$ cat src/rtl/cksum_engine.sv
// cksum_engine: multi-lane one's-complement Internet checksum generate/verify over packet memory
module cksum_engine #(
  parameter int DATA_W = 32,
  parameter int ADDR_W = 32,
  parameter int ACC_W  = 32
) (
  input  logic              clk,
  input  logic              rst,
  input  logic              start_i,
  input  logic              mode_i,
  input  logic [ADDR_W-1:0] field_start_i,
  input  logic [15:0]       field_len_i,
  input  logic [ADDR_W-1:0] dst_field_start_i,
  output logic              mem_ce_o,
  output logic              mem_we_o,
  output logic [ADDR_W-1:0] mem_addr_o,
  output logic [3:0]        mem_width_o,
  output logic [DATA_W-1:0] mem_data_o,
  input  logic [DATA_W-1:0] mem_data_i,
  output logic              busy_o,
  output logic              ready_o,
  output logic              ok_o
);
  localparam int LANES = DATA_W / 16;
  localparam int BYTES = DATA_W / 8;
  typedef enum logic [2:0] {FREE, CLEAR, SUM, FOLD, STORE, DONE} state_t;
  state_t r_state, w_next;
  logic [ADDR_W-1:0] r_addr, r_end;
  logic [ACC_W-1:0]  r_acc, w_lanes;
  logic [DATA_W-1:0] w_masked;
  logic [15:0]       r_sum, w_sum16;
  logic [16:0]       w_s;
  logic              r_mode, w_last, w_empty, w_wr;
  assign w_empty = field_len_i == 16'd0;
  assign w_last  = (r_addr + ADDR_W'(BYTES)) >= r_end;
  assign w_s     = 17'(r_acc[ACC_W-1:16]) + 17'(r_acc[15:0]);
  assign w_sum16 = w_s[15:0] + 16'(w_s[16]);
  assign w_wr    = r_state == CLEAR || r_state == STORE;
  assign busy_o  = r_state != FREE && r_state != DONE;
  // Zero bytes at or past the field end, then add all halfword lanes of this beat
  always_comb begin
    w_masked = '0;
    w_lanes  = '0;
    for (int k = 0; k < BYTES; k++)
      w_masked[DATA_W-1-8*k -: 8] = (r_addr + ADDR_W'(k) < r_end) ? mem_data_i[DATA_W-1-8*k -: 8] : 8'h00;
    for (int j = 0; j < LANES; j++)
      w_lanes = w_lanes + ACC_W'(w_masked[DATA_W-1-16*j -: 16]);
  end
  // Memory port is driven purely from state: clear write, reads, checksum write, else idle zeros
  always_comb begin
    mem_ce_o    = w_wr || r_state == SUM;
    mem_we_o    = w_wr;
    mem_addr_o  = r_state == SUM ? r_addr : w_wr ? dst_field_start_i : '0;
    mem_width_o = r_state == SUM ? 4'(BYTES) : w_wr ? 4'd2 : 4'd0;
    mem_data_o  = r_state == STORE ? DATA_W'(r_sum) : '0;
  end
  // Next-state logic; empty fields skip straight to the fold
  always_comb begin
    w_next = r_state;
    case (r_state)
      FREE:    w_next = !start_i ? FREE : !mode_i ? CLEAR : w_empty ? FOLD : SUM;
      CLEAR:   w_next = w_empty ? FOLD : SUM;
      SUM:     w_next = w_last ? FOLD : SUM;
      FOLD:    w_next = r_mode ? DONE : STORE;
      STORE:   w_next = DONE;
      DONE:    w_next = start_i ? DONE : FREE;
      default: w_next = FREE;
    endcase
  end
  // State register
  always_ff @(posedge clk) r_state <= rst ? FREE : w_next;
  // Datapath: field bounds, accumulation, fold result and handshake flags
  always_ff @(posedge clk) begin
    if (rst) begin
      r_addr  <= '0;
      r_end   <= '0;
      r_acc   <= '0;
      r_sum   <= '0;
      r_mode  <= 1'b0;
      ready_o <= 1'b0;
      ok_o    <= 1'b0;
    end else if (r_state == FREE && start_i) begin
      r_mode  <= mode_i;
      r_addr  <= field_start_i;
      r_end   <= field_start_i + ADDR_W'(field_len_i);
      r_acc   <= '0;
      ready_o <= 1'b0;
      ok_o    <= 1'b0;
    end else if (r_state == SUM) begin
      r_acc  <= r_acc + w_lanes;
      r_addr <= r_addr + ADDR_W'(BYTES);
    end else if (r_state == FOLD) begin
      r_sum <= ~w_sum16;
      if (r_mode) begin
        ok_o    <= w_sum16 == 16'hFFFF;
        ready_o <= 1'b1;
      end
    end else if (r_state == STORE) begin
      ready_o <= 1'b1;
    end else if (r_state == DONE && !start_i) begin
      ready_o <= 1'b0;
    end
  end
endmodule

$ cat config.mk
export PLATFORM = sky130hd
export DESIGN_NAME = cksum_engine
export DESIGN_NICKNAME = d
export VERILOG_FILES = /design/src/rtl/cksum_engine.sv
export SDC_FILE = /design/constraint.sdc
export NUM_CORES = 1
export LEC_CHECK = 0
export CAP_MARGIN = 25
export CORE_MARGIN = 2
export CORE_UTILIZATION = 31
export DETAILED_ROUTE_END_ITERATION = 16
export PLACE_DENSITY_LB_ADDON = 0.05
export SETUP_SLACK_MARGIN = 0.3
export SLEW_MARGIN = 10
export SYNTH_ARGS = -nofsm -noshare
export SYNTH_HDL_FRONTEND = slang
export SYNTH_SLANG_ARGS = --single-unit
$ cat constraint.sdc
create_clock -name clk -period 22.8 [get_ports clk]
set_clock_uncertainty 0.1 [all_clocks]
set_input_delay 6.84 -clock clk [delete_from_list [all_inputs] [get_ports clk]]
set_output_delay 6.84 -clock clk [all_outputs]
set_load 0.02 [all_outputs]
==> results of run 1 <==
cell type report:
cell class / count / area (µm²)
fillers: 4664 / 27600
multi-input cells: 1516 / 10900
repair buffers: 190 / 1890
clock buffers: 18 / 429
inverters: 93 / 349
well taps: 592 / 741
clock inverters: 14 / 129
flip-flops and latches: 118 / 2360
routing by layer:
| metal | wire [µm] | up-vias | global-route usage |
|---|---|---|---|
| li1 | - | 6716 | - |
| met1 | 25600 | 6277 | 0.311 |
| met2 | 21700 | 293 | 0.335 |
| met3 | 2360 | 33 | 0.0337 |
| met4 | 758 | 0 | 0.0534 |
| met5 | 0 | - | 0 |
metrics by stage:
step | hold slack (ps) | area, µm²
2_1_floorplan | 327 | 14100
3_3_place_gp | 337 | 16200
3_5_place_dp | 342 | 16200
4_1_cts | 348 | 16800
5_1_grt | 363 | 16800
6_report | 346 | 16800
cells in the mapped netlist (3+ instances only):
cell type	instances	area [µm²]
nand3_1	49	245
nor3_1	37	185
a31oi_1	9	56.3
or2_2	4	25.0
fa_1	19	380
nor2b_1	22	138
buf_1	8	30.0
nor2_1	157	589
nand2b_1	13	81.3
and3_1	25	156
and4_1	3	26.3
xor2_1	57	499
o21ai_1	4	20.0
o21ai_0	61	305
o211ai_1	9	67.6
and2_1	30	188
o21a_1	25	188
a222oi_1	12	120
a221oi_1	11	96.3
dfxtp_1	118	2360
ha_1	211	2640
xnor2_1	128	1120
a22oi_1	10	75.1
or3_1	15	93.8
nor4_1	11	68.8
a22o_1	30	263
a21o_1	66	495
nand2_1	189	709
a211oi_1	36	270
nor3b_1	10	75.1
inv_1	93	349
o21bai_1	6	45.0
a21oi_1	118	591
o31ai_1	11	82.6
nand4_1	47	294
clkbuf_1	81	304
buf_4	19	143
or4_1	4	30.0
o31a_1	3	26.3
o2111ai_1	3	26.3
nor2_2	3	18.8
power breakdown:
group | total [mW] | switching (mW) | internal (mW)
logic | 0.629 | 0.359 | 0.270
clock network | 0.268 | 0.118 | 0.150
registers | 0.270 | 0.0429 | 0.228
total | 1.17 | 0.520 | 0.648
flip-flops by register name, indices dropped and copies added (netlist names):
signal / count
r_acc: 32
r_addr: 32
r_end: 32
r_sum: 16
r_state: 3
ok_o: 1
r_mode: 1
ready_o: 1
how the worst max path moves through the flow:
stage	startpoint	endpoint	slack (ps)	cells after the start
floorplan	dst_field_start_i[0]	mem_addr_o[0]	8740	2
global placement	dst_field_start_i[1]	mem_addr_o[1]	7780	4
detailed placement	dst_field_start_i[2]	mem_addr_o[2]	7800	4
CTS	dst_field_start_i[2]	mem_addr_o[2]	7800	4
global route	dst_field_start_i[2]	mem_addr_o[2]	7730	4
finish	dst_field_start_i[2]	mem_addr_o[2]	7790	4
logic make-up after synthesis:
logic type / Yosys count
xor+xnor: 185
compound gates: 446
flops: 118
mux: 4
buf+inv: 203
other cells: 1
fa+ha+maj: 230
simple gates: 633
placed cells by master, fill, tap and decap left out, types with 12 or more instances in the layout:
cell type / instances
a222oi_1: 12
buf_4: 19
o21a_1: 25
xnor2_1: 128
or3_1: 15
nand2_1: 188
nand2b_1: 13
nor2_1: 155
nor2b_1: 22
ha_1: 211
and3_1: 25
o21ai_0: 61
a22o_1: 30
xor2_1: 57
nor3_1: 37
and2_1: 30
inv_1: 92
clkbuf_16: 17
nand3_1: 49
a21o_1: 66
dfxtp_1: 118
nand4_1: 47
clkdlybuf4s50_1: 169
a21oi_1: 118
conb_1: 18
a211oi_1: 36
fa_1: 19
critical path: cells and delay by family:
kind / cells / cell delay [ps]
AOI/OAI and AO/OA: 1 / 100
buffers and inverters: 2 / 1090
and+or+nand+nor: 1 / 40
==> results by group, run 1 <==
Drt
  • Post-route ant nets: 0
  • Routed vias/inst: 5.24
  • Drt first-iter violations: just over 700
  • Drt pass-1 iters: 5
  • Total Wirelength: 50.4 mm
  • Via count: around 13000
  • Mean routed wirelength per cell: a little under 20 µm
  • Residual DRC: 0

Floorplanning
  • Initial Util: 0.315
  • Die width: between 200 and 250 µm
  • Rows: between 70 and 80
  • IO Pins: about 190
  • Die footprint: roughly 47000 µm²
  • Die height: approximately 220 µm
  • Core area: ~44000 µm²

Timing
  • Post-route minimum period: between 15000 and 20000 ps
  • Tcrit/Tclk final: 0.658
  • Setup slack after layout: between 7000 and 8000 ps
  • Fmax: 0.0666 GHz
  • Pins over their slew limit: 0
  • Slew @ Worst Pin: 1050 ps
  • Setup_tns: 0 ps
  • RSZ-0062 raised after global routing: no
  • Rel. slew slack: 0.296
  • Final Hold Fails: 0
  • Setup violators final: 0

Outcome
  • Outcome: finished clean

Yosys
  • Synth Instances: 1820
  • EDFF count, synth: 0
  • Post-synth cell types: 78
  • Mapped Area: around 14000 µm²
  • Top FF cell, synth: dfxtp_1
  • Fraction of registers with async set/reset: 0
  • Number of synthesis warnings: 0
  • Post-Syn Area per Cell: 7.70 µm²
  • Register area share after synthesis: 0.169
  • Simple logic cell fraction of the synthesized area: 0.218
  • Synth Area in Adders: 0.216
  • Largest family of logic cells by synthesized area: compound AO/OA/AOI/OAI gates
  • Post-Synth XOR/XNOR Area: 0.116
  • Proportion of synthesized area in mux cells: 0.00304
  • Compound-cell area share of the yosys netlist: 0.219
  • Number of synthesized register bits: between 100 and 150

Placement
  • Buffers on Ports: 170
  • DPL Wire Length: between 30 and 40 mm
  • Worst slack at placement: around 7800 ps
  • Gp weighted congestion: approximately 0.87
  • Placed Cells: 2509

Clock tree
  • CTS tree: done
  • Clock H-tree levels: 4
  • Worst-case clock buffer depth: 2
  • Clock sinks: 118
  • Clock root buffer: clkbuf_16
  • Worst-path clk slew: about 60 ps
  • Worst-Skew Late Latency: between 400 and 500 ps
  • Hold_buf cts: 0
  • Post-CTS setup buffers: 0
  • PostCTS Resize Cnt: 0
  • Num CTS Buffers: 17

Setup path
  • Reg2Reg Depth: 28
  • Crit path arrival time: 8070 ps
  • Critical R2R Capture: r_acc[23]
  • Worst Path Max Fanout: 1
  • Crit end category: output port
  • Req. time, crit path: approximately 16000 ps
  • Critical path, cell by cell: clkdlybuf4s50_1, nand2_1, o21ai_0, clkdlybuf4s50_1
  • Reg2reg start: r_addr[3]
  • Worst path most repeated cell: clkdlybuf4s50_1
  • R2R setup slack: 12930 ps
  • Max incr delay on CP: roughly 640 ps
  • Crit start category: input pin
  • Slowest CP cell: clkdlybuf4s50_1
  • Crit Path Category: input pin to output port

GRT
  • Initial antenna violation count: 1
  • Pin count of the biggest net entering global routing: 56
  • Vias in the first global route: roughly 13000
  • GRT Total Usage: 0.216
  • Total global routing overflow: 0
  • First-pass GRT wire length: 78.3 mm

Power
  • Pwr/cell area: 69.6 nW/µm²
  • Leak: about 7.1 nW
  • Peak VDD IR: about 0.046 mV
  • Overall Power: around 1.2 mW

Hold path
  • Hold crit path type: flop to flop
  • Cell depth of the worst min-delay path: 2
  • Hold_sp: r_sum[11]
  • Worst Hold Path EP: r_sum[11]

Finish
  • Util after Layout: 0.378
  • Final antenna diode count: 0
  • Layout cell share with drive strength beyond 1: 0.0416
  • P&R area growth vs syn: 19.9%
  • Final nets: 2282
  • Final std cells w/o fill: approximately 2500

Job
  • Max cap viols: 0
No activity file was read; power rests on OpenSTA's default activity.
==> run 2: changes to the inputs <==
==> constraint.sdc (replaced) <==
create_clock -name clk -period 15.37 [get_ports clk]
set_clock_uncertainty 0.1 [all_clocks]
set_input_delay 4.611 -clock clk [delete_from_list [all_inputs] [get_ports clk]]
set_output_delay 4.611 -clock clk [all_outputs]
set_load 0.02 [all_outputs]
==> run 2 against run 1 <==
Compared with the run above: first-iteration DRC count rose by 31%; via count rose by 0.45%; highest routed layer unchanged; critical path depth did not move; register-to-register slack got worse by 6800 ps; wire length fell by 0.63%; non-clock buffer count rose by 3; total power rose by 48%; global-route usage barely moved; flip-flop and latch count did not move; setup slack got worse by 3000 ps.
==> results by group, run 2 (synthesis gave the netlist of run 1 again) <==
Power
  • Leak: between 7 and 8 nW
  • Peak VDD IR: roughly 0.076 mV
  • Overall Power: around 1.7 mW
  • Pwr/cell area: ~100 nW/µm²

Clock tree
  • Worst-Skew Late Latency: 460 ps
  • Clock H-tree levels: 4
  • Hold_buf cts: 0
  • Clock root buffer: clkbuf_16
  • Post-CTS setup buffers: 0
  • Worst-path clk slew: 60 ps
  • Num CTS Buffers: 17
  • Worst-case clock buffer depth: 2
  • PostCTS Resize Cnt: 0
  • Clock sinks: 118
  • CTS tree: done

Timing
  • RSZ-0062 raised after global routing: no
  • Slew @ Worst Pin: 1020 ps
  • Rel. slew slack: 0.318
  • Post-route minimum period: between 10000 and 15000 ps
  • Final Hold Fails: 0
  • Fmax: approximately 0.095 GHz
  • Setup_tns: 0 ps
  • Pins over their slew limit: 0
  • Tcrit/Tclk final: 0.686
  • Setup violators final: 0

Drt
  • Total Wirelength: roughly 50 mm
  • Drt pass-1 iters: 5
  • Mean routed wirelength per cell: between 15 and 20 µm
  • Drt first-iter violations: ~920
  • Via count: roughly 13000
  • Routed vias/inst: around 5.3
  • Post-route ant nets: 0
  • Residual DRC: 0

Finish
  • Util after Layout: 0.379
  • Final Cell Area: ~17000 µm²
  • Final antenna diode count: 0
  • Biggest regs: r_acc: 32 flops, r_addr: 32 flops, r_end: 32 flops
  • Most frequent cells in the layout: 211 x ha_1, 188 x nand2_1, 169 x clkdlybuf4s50_1
  • Most common cell after layout, fill and taps aside: ha_1
  • Final std cells w/o fill: ~2500
  • Filler cells: approximately 4700
  • Layout cell share with drive strength beyond 1: 0.0435
  • Final nets: roughly 2300
  • P&R area growth vs syn: 20.0%

Placement
  • Buffers on Ports: between 150 and 200
  • Placed Cells: ~2500
  • Post-DP Area: ~16000 µm²
  • DPL Wire Length: 39.3 mm
  • Gp weighted congestion: 0.858

Job
  • Max cap viols: 0

GRT
  • Pin count of the biggest net entering global routing: 59
  • Vias in the first global route: 13100
  • GRT Total Usage: 0.216
  • First-pass GRT wire length: just under 80 mm
  • Total global routing overflow: 0
  • Initial antenna violation count: 2

Floorplanning
  • Core area: ~44000 µm²
  • IO Pins: around 190
  • Die width: 217 µm
  • Die footprint: approximately 47000 µm²
  • Initial Util: 0.315
  • Rows: slightly below 80
  • Die height: between 200 and 250 µm

Setup path
  • R2R setup slack: just over 6000 ps
  • Crit path arrival time: slightly below 6000 ps
  • Crit end category: output port
  • Worst Path Max Fanout: 1
  • Crit start category: input pin
  • Req. time, crit path: 10660 ps
  • Crit Path Category: input pin to output port

Outcome
  • Outcome: finished clean

Hold path
  • Hold crit path type: flop to flop
## run 2: report_power, final
| part | internal, mW | leakage [nW] | switching (mW) | total [mW] |
|---|---|---|---|---|
| combinational | 0.401 | 5.89 | 0.531 | 0.932 |
| sequential | 0.338 | 0.964 | 0.0594 | 0.397 |
| clock | 0.225 | 0.277 | 0.177 | 0.403 |
## run 2: stage by stage
step                      worst slack, ps  hold WS (ps)
after global routing                 4770           360
after global placement               4800           338
after floorplan                      5770           327
final                                4830           345
after detailed placement             4830           342
after CTS                            4830           350
## run 2: path summary, 6_finish.rpt
| kind | start | to | cells past startpoint |
|---|---|---|---|
| max | dst_field_start_i[2] | mem_addr_o[2] | 4 |
| max reg2reg | r_addr[3] | r_acc[23] | 29 |
| min | r_sum[5] | r_sum[5] | 2 |
| min reg2reg | r_sum[5] | r_sum[5] | 2 |
## run 2: final cells by class
class | instances | area, µm² | area share
tap | 592 | 741 | 0.0440
timing repair buffer | 193 | 1900 | 0.113
inverter | 93 | 349 | 0.0208
clock buffer | 17 | 425 | 0.0253
clock inverter | 15 | 145 | 0.00863
sequential | 118 | 2360 | 0.140
multi-input combinational | 1516 | 10900 | 0.648
## run 2: per-layer routing
metal | track usage | up-vias | wire (µm)
met5 | 0 | - | 0
met4 | 0.0589 | 0 | 866
met3 | 0.0317 | 47 | 2550
met2 | 0.331 | 324 | 21300
met1 | 0.313 | 6288 | 25400
li1 | - | 6720 | -
## run 2: worst max-delay path, cell delays in order
cell and delay, ps:
clkdlybuf4s50_1 450, nand2_1 40, o21ai_0 90, clkdlybuf4s50_1 630
==> run 3: changes to the inputs <==
==> constraint.sdc (replaced) <==
create_clock -name clk -period 10.6 [get_ports clk]
set_clock_uncertainty 0.1 [all_clocks]
set_input_delay 3.18 -clock clk [delete_from_list [all_inputs] [get_ports clk]]
set_output_delay 3.18 -clock clk [all_outputs]
set_load 0.02 [all_outputs]
==> run 3 against run 2 <==
Compared with the run above: register-to-register slack got worse by 4800 ps; combinational power rose by 44%; sequential share of layout area barely moved; final cell count fell by 0.24%.
==> results by group, run 3 (synthesis gave the netlist of run 1 again) <==
GRT
  • Gr busiest metal: met2
  • First-pass GRT wire length: roughly 79 mm
  • Global routing usage on met3: 0.0306
  • Total global routing overflow: 0
  • Met2 usage: 0.335
  • Met1 Use GR: 0.316
  • Pin count of the biggest net entering global routing: between 50 and 60
  • Vias in the first global route: about 13000
  • GRT Total Usage: 0.218
  • Initial antenna violation count: 0

Drt
  • Post-route ant nets: 0
  • Via count: roughly 13000
  • Total Wirelength: around 51 mm
  • Residual DRC: 0
  • Routed vias/inst: 5.27
  • Drt pass-1 iters: 5
  • Drt first-iter violations: a little over 800
  • Mean routed wirelength per cell: 20.0 µm

Hold path
  • Hold crit path type: flop to flop
  • Cell depth of the worst min-delay path: 2
  • Worst Hold Path EP: r_sum[5]
  • Hold_sp: r_sum[5]

Timing
  • Slew @ Worst Pin: around 1200 ps
  • Rel. slew slack: 0.227
  • Setup violators final: 0
  • Setup_tns: 0 ps
  • Tcrit/Tclk final: 0.872
  • RSZ-0062 raised after global routing: no
  • Final Hold Fails: 0
  • Pins over their slew limit: 0
  • Post-route minimum period: roughly 9000 ps
  • Fmax: about 0.11 GHz

Setup path
  • Reg2Reg Depth: 29
  • CP top delay family: compound AO/OA/AOI/OAI gates
  • Worst path most repeated cell: nor2_1
  • Worst Path Max Fanout: 10
  • Reg2reg start: r_addr[2]
  • Crit Path Category: flop to flop
  • Slowest CP cell: a31oi_1
  • Buf+Inv Stages, Crit Path: 0
  • Crit end category: flop
  • Crit path arrival time: around 9500 ps
  • Crit start category: flop
  • R2R setup slack: roughly 1400 ps
  • Max incr delay on CP: approximately 650 ps
  • Critical R2R Capture: r_acc[23]
  • Req. time, crit path: between 10000 and 15000 ps

Finish
  • Storage element area: around 2400 µm²
  • Multi-input logic area: approximately 11000 µm²
  • P&R area growth vs syn: 19.9%
  • Final nets: 2278
  • Final Cell Area: about 17000 µm²
  • Util after Layout: 0.378
  • Most frequent cells in the layout: 211 x ha_1, 188 x nand2_1, 169 x clkdlybuf4s50_1
  • Final std cells w/o fill: 2538
  • Most common cell after layout, fill and taps aside: ha_1
  • Filler cells: between 4000 and 5000
  • Layout cell share with drive strength beyond 1: 0.0396
  • Biggest regs: r_acc: 32 flops, r_addr: 32 flops, r_end: 32 flops

Clock tree
  • Worst-path clk slew: 60 ps
  • Clock sinks: approximately 120
  • Hold_buf cts: 0
  • Num CTS Buffers: 17
  • Post-CTS setup buffers: 0
  • Clock root buffer: clkbuf_16
  • CTS tree: done
  • Clock H-tree levels: 4
  • Worst-Skew Late Latency: roughly 470 ps
  • Worst-case clock buffer depth: 2
  • PostCTS Resize Cnt: 0

Power
  • Pwr/cell area: 152 nW/µm²
  • Leak: a little over 7 nW
  • Overall Power: approximately 2.6 mW
  • Peak VDD IR: 0.102 mV

Placement
  • Buffers on Ports: between 150 and 200
  • Post-DP Area: around 16000 µm²
  • DPL Wire Length: between 30 and 40 mm
  • Gp weighted congestion: 0.870
  • Placed Cells: between 2000 and 3000

Floorplanning
  • Rows: 77
  • Die footprint: about 47000 µm²
  • Die width: 217 µm
  • Core area: about 44000 µm²
  • Initial Util: 0.315
  • Die height: between 200 and 250 µm
  • IO Pins: approximately 190

Outcome
  • Outcome: finished clean

Job
  • Max cap viols: 0
run 3: final cells by class:
| class | instances | area share |
|---|---|---|
| multi-input combinational | 1516 | 0.649 |
| sequential | 118 | 0.141 |
| timing repair buffer | 186 | 0.109 |
| tap | 592 | 0.0441 |
| clock buffer | 17 | 0.0253 |
| inverter | 93 | 0.0208 |
| clock inverter | 15 | 0.0115 |
| antenna | 1 | 0.000149 |
run 3: worst max-delay path by stage:
stage                     startpoint   endpoint  slack (ps)  cells after the start
after floorplan            r_addr[2]  r_acc[23]        3210                     29
after global placement     r_addr[3]  r_acc[23]        1690                     29
after detailed placement   r_addr[2]  r_acc[23]        1370                     29
after CTS                  r_addr[2]  r_acc[23]        1340                     29
after global routing       r_addr[2]  r_acc[23]         700                     29
final                      r_addr[2]  r_acc[23]        1360                     29
run 3: report_power, final:
part | leakage [nW] | total, mW | switching, mW | internal [mW]
clock | 0.302 | 0.636 | 0.260 | 0.375
combinational | 5.85 | 1.34 | 0.769 | 0.574
sequential | 0.964 | 0.580 | 0.0907 | 0.489
total | 7.11 | 2.56 | 1.12 | 1.44
run 3: layer usage:
layer  wire [µm]  vias up
met4        1030        0
li1            -     6709
met1       25900     6317
met2       21900      294
met5           0        -
met3        1880       45
run 3: worst min-delay path: stages, from the launching register on:
cell	delay (ps)
dfxtp_1	310
nand2_1	50
a21oi_1	50
run 3: through the flow:
stage	setup WS, ps	hold WS, ps
global route	698	360
floorplan	3210	327
detailed placement	1370	346
CTS	1340	353
global placement	1690	339
finish	1360	351
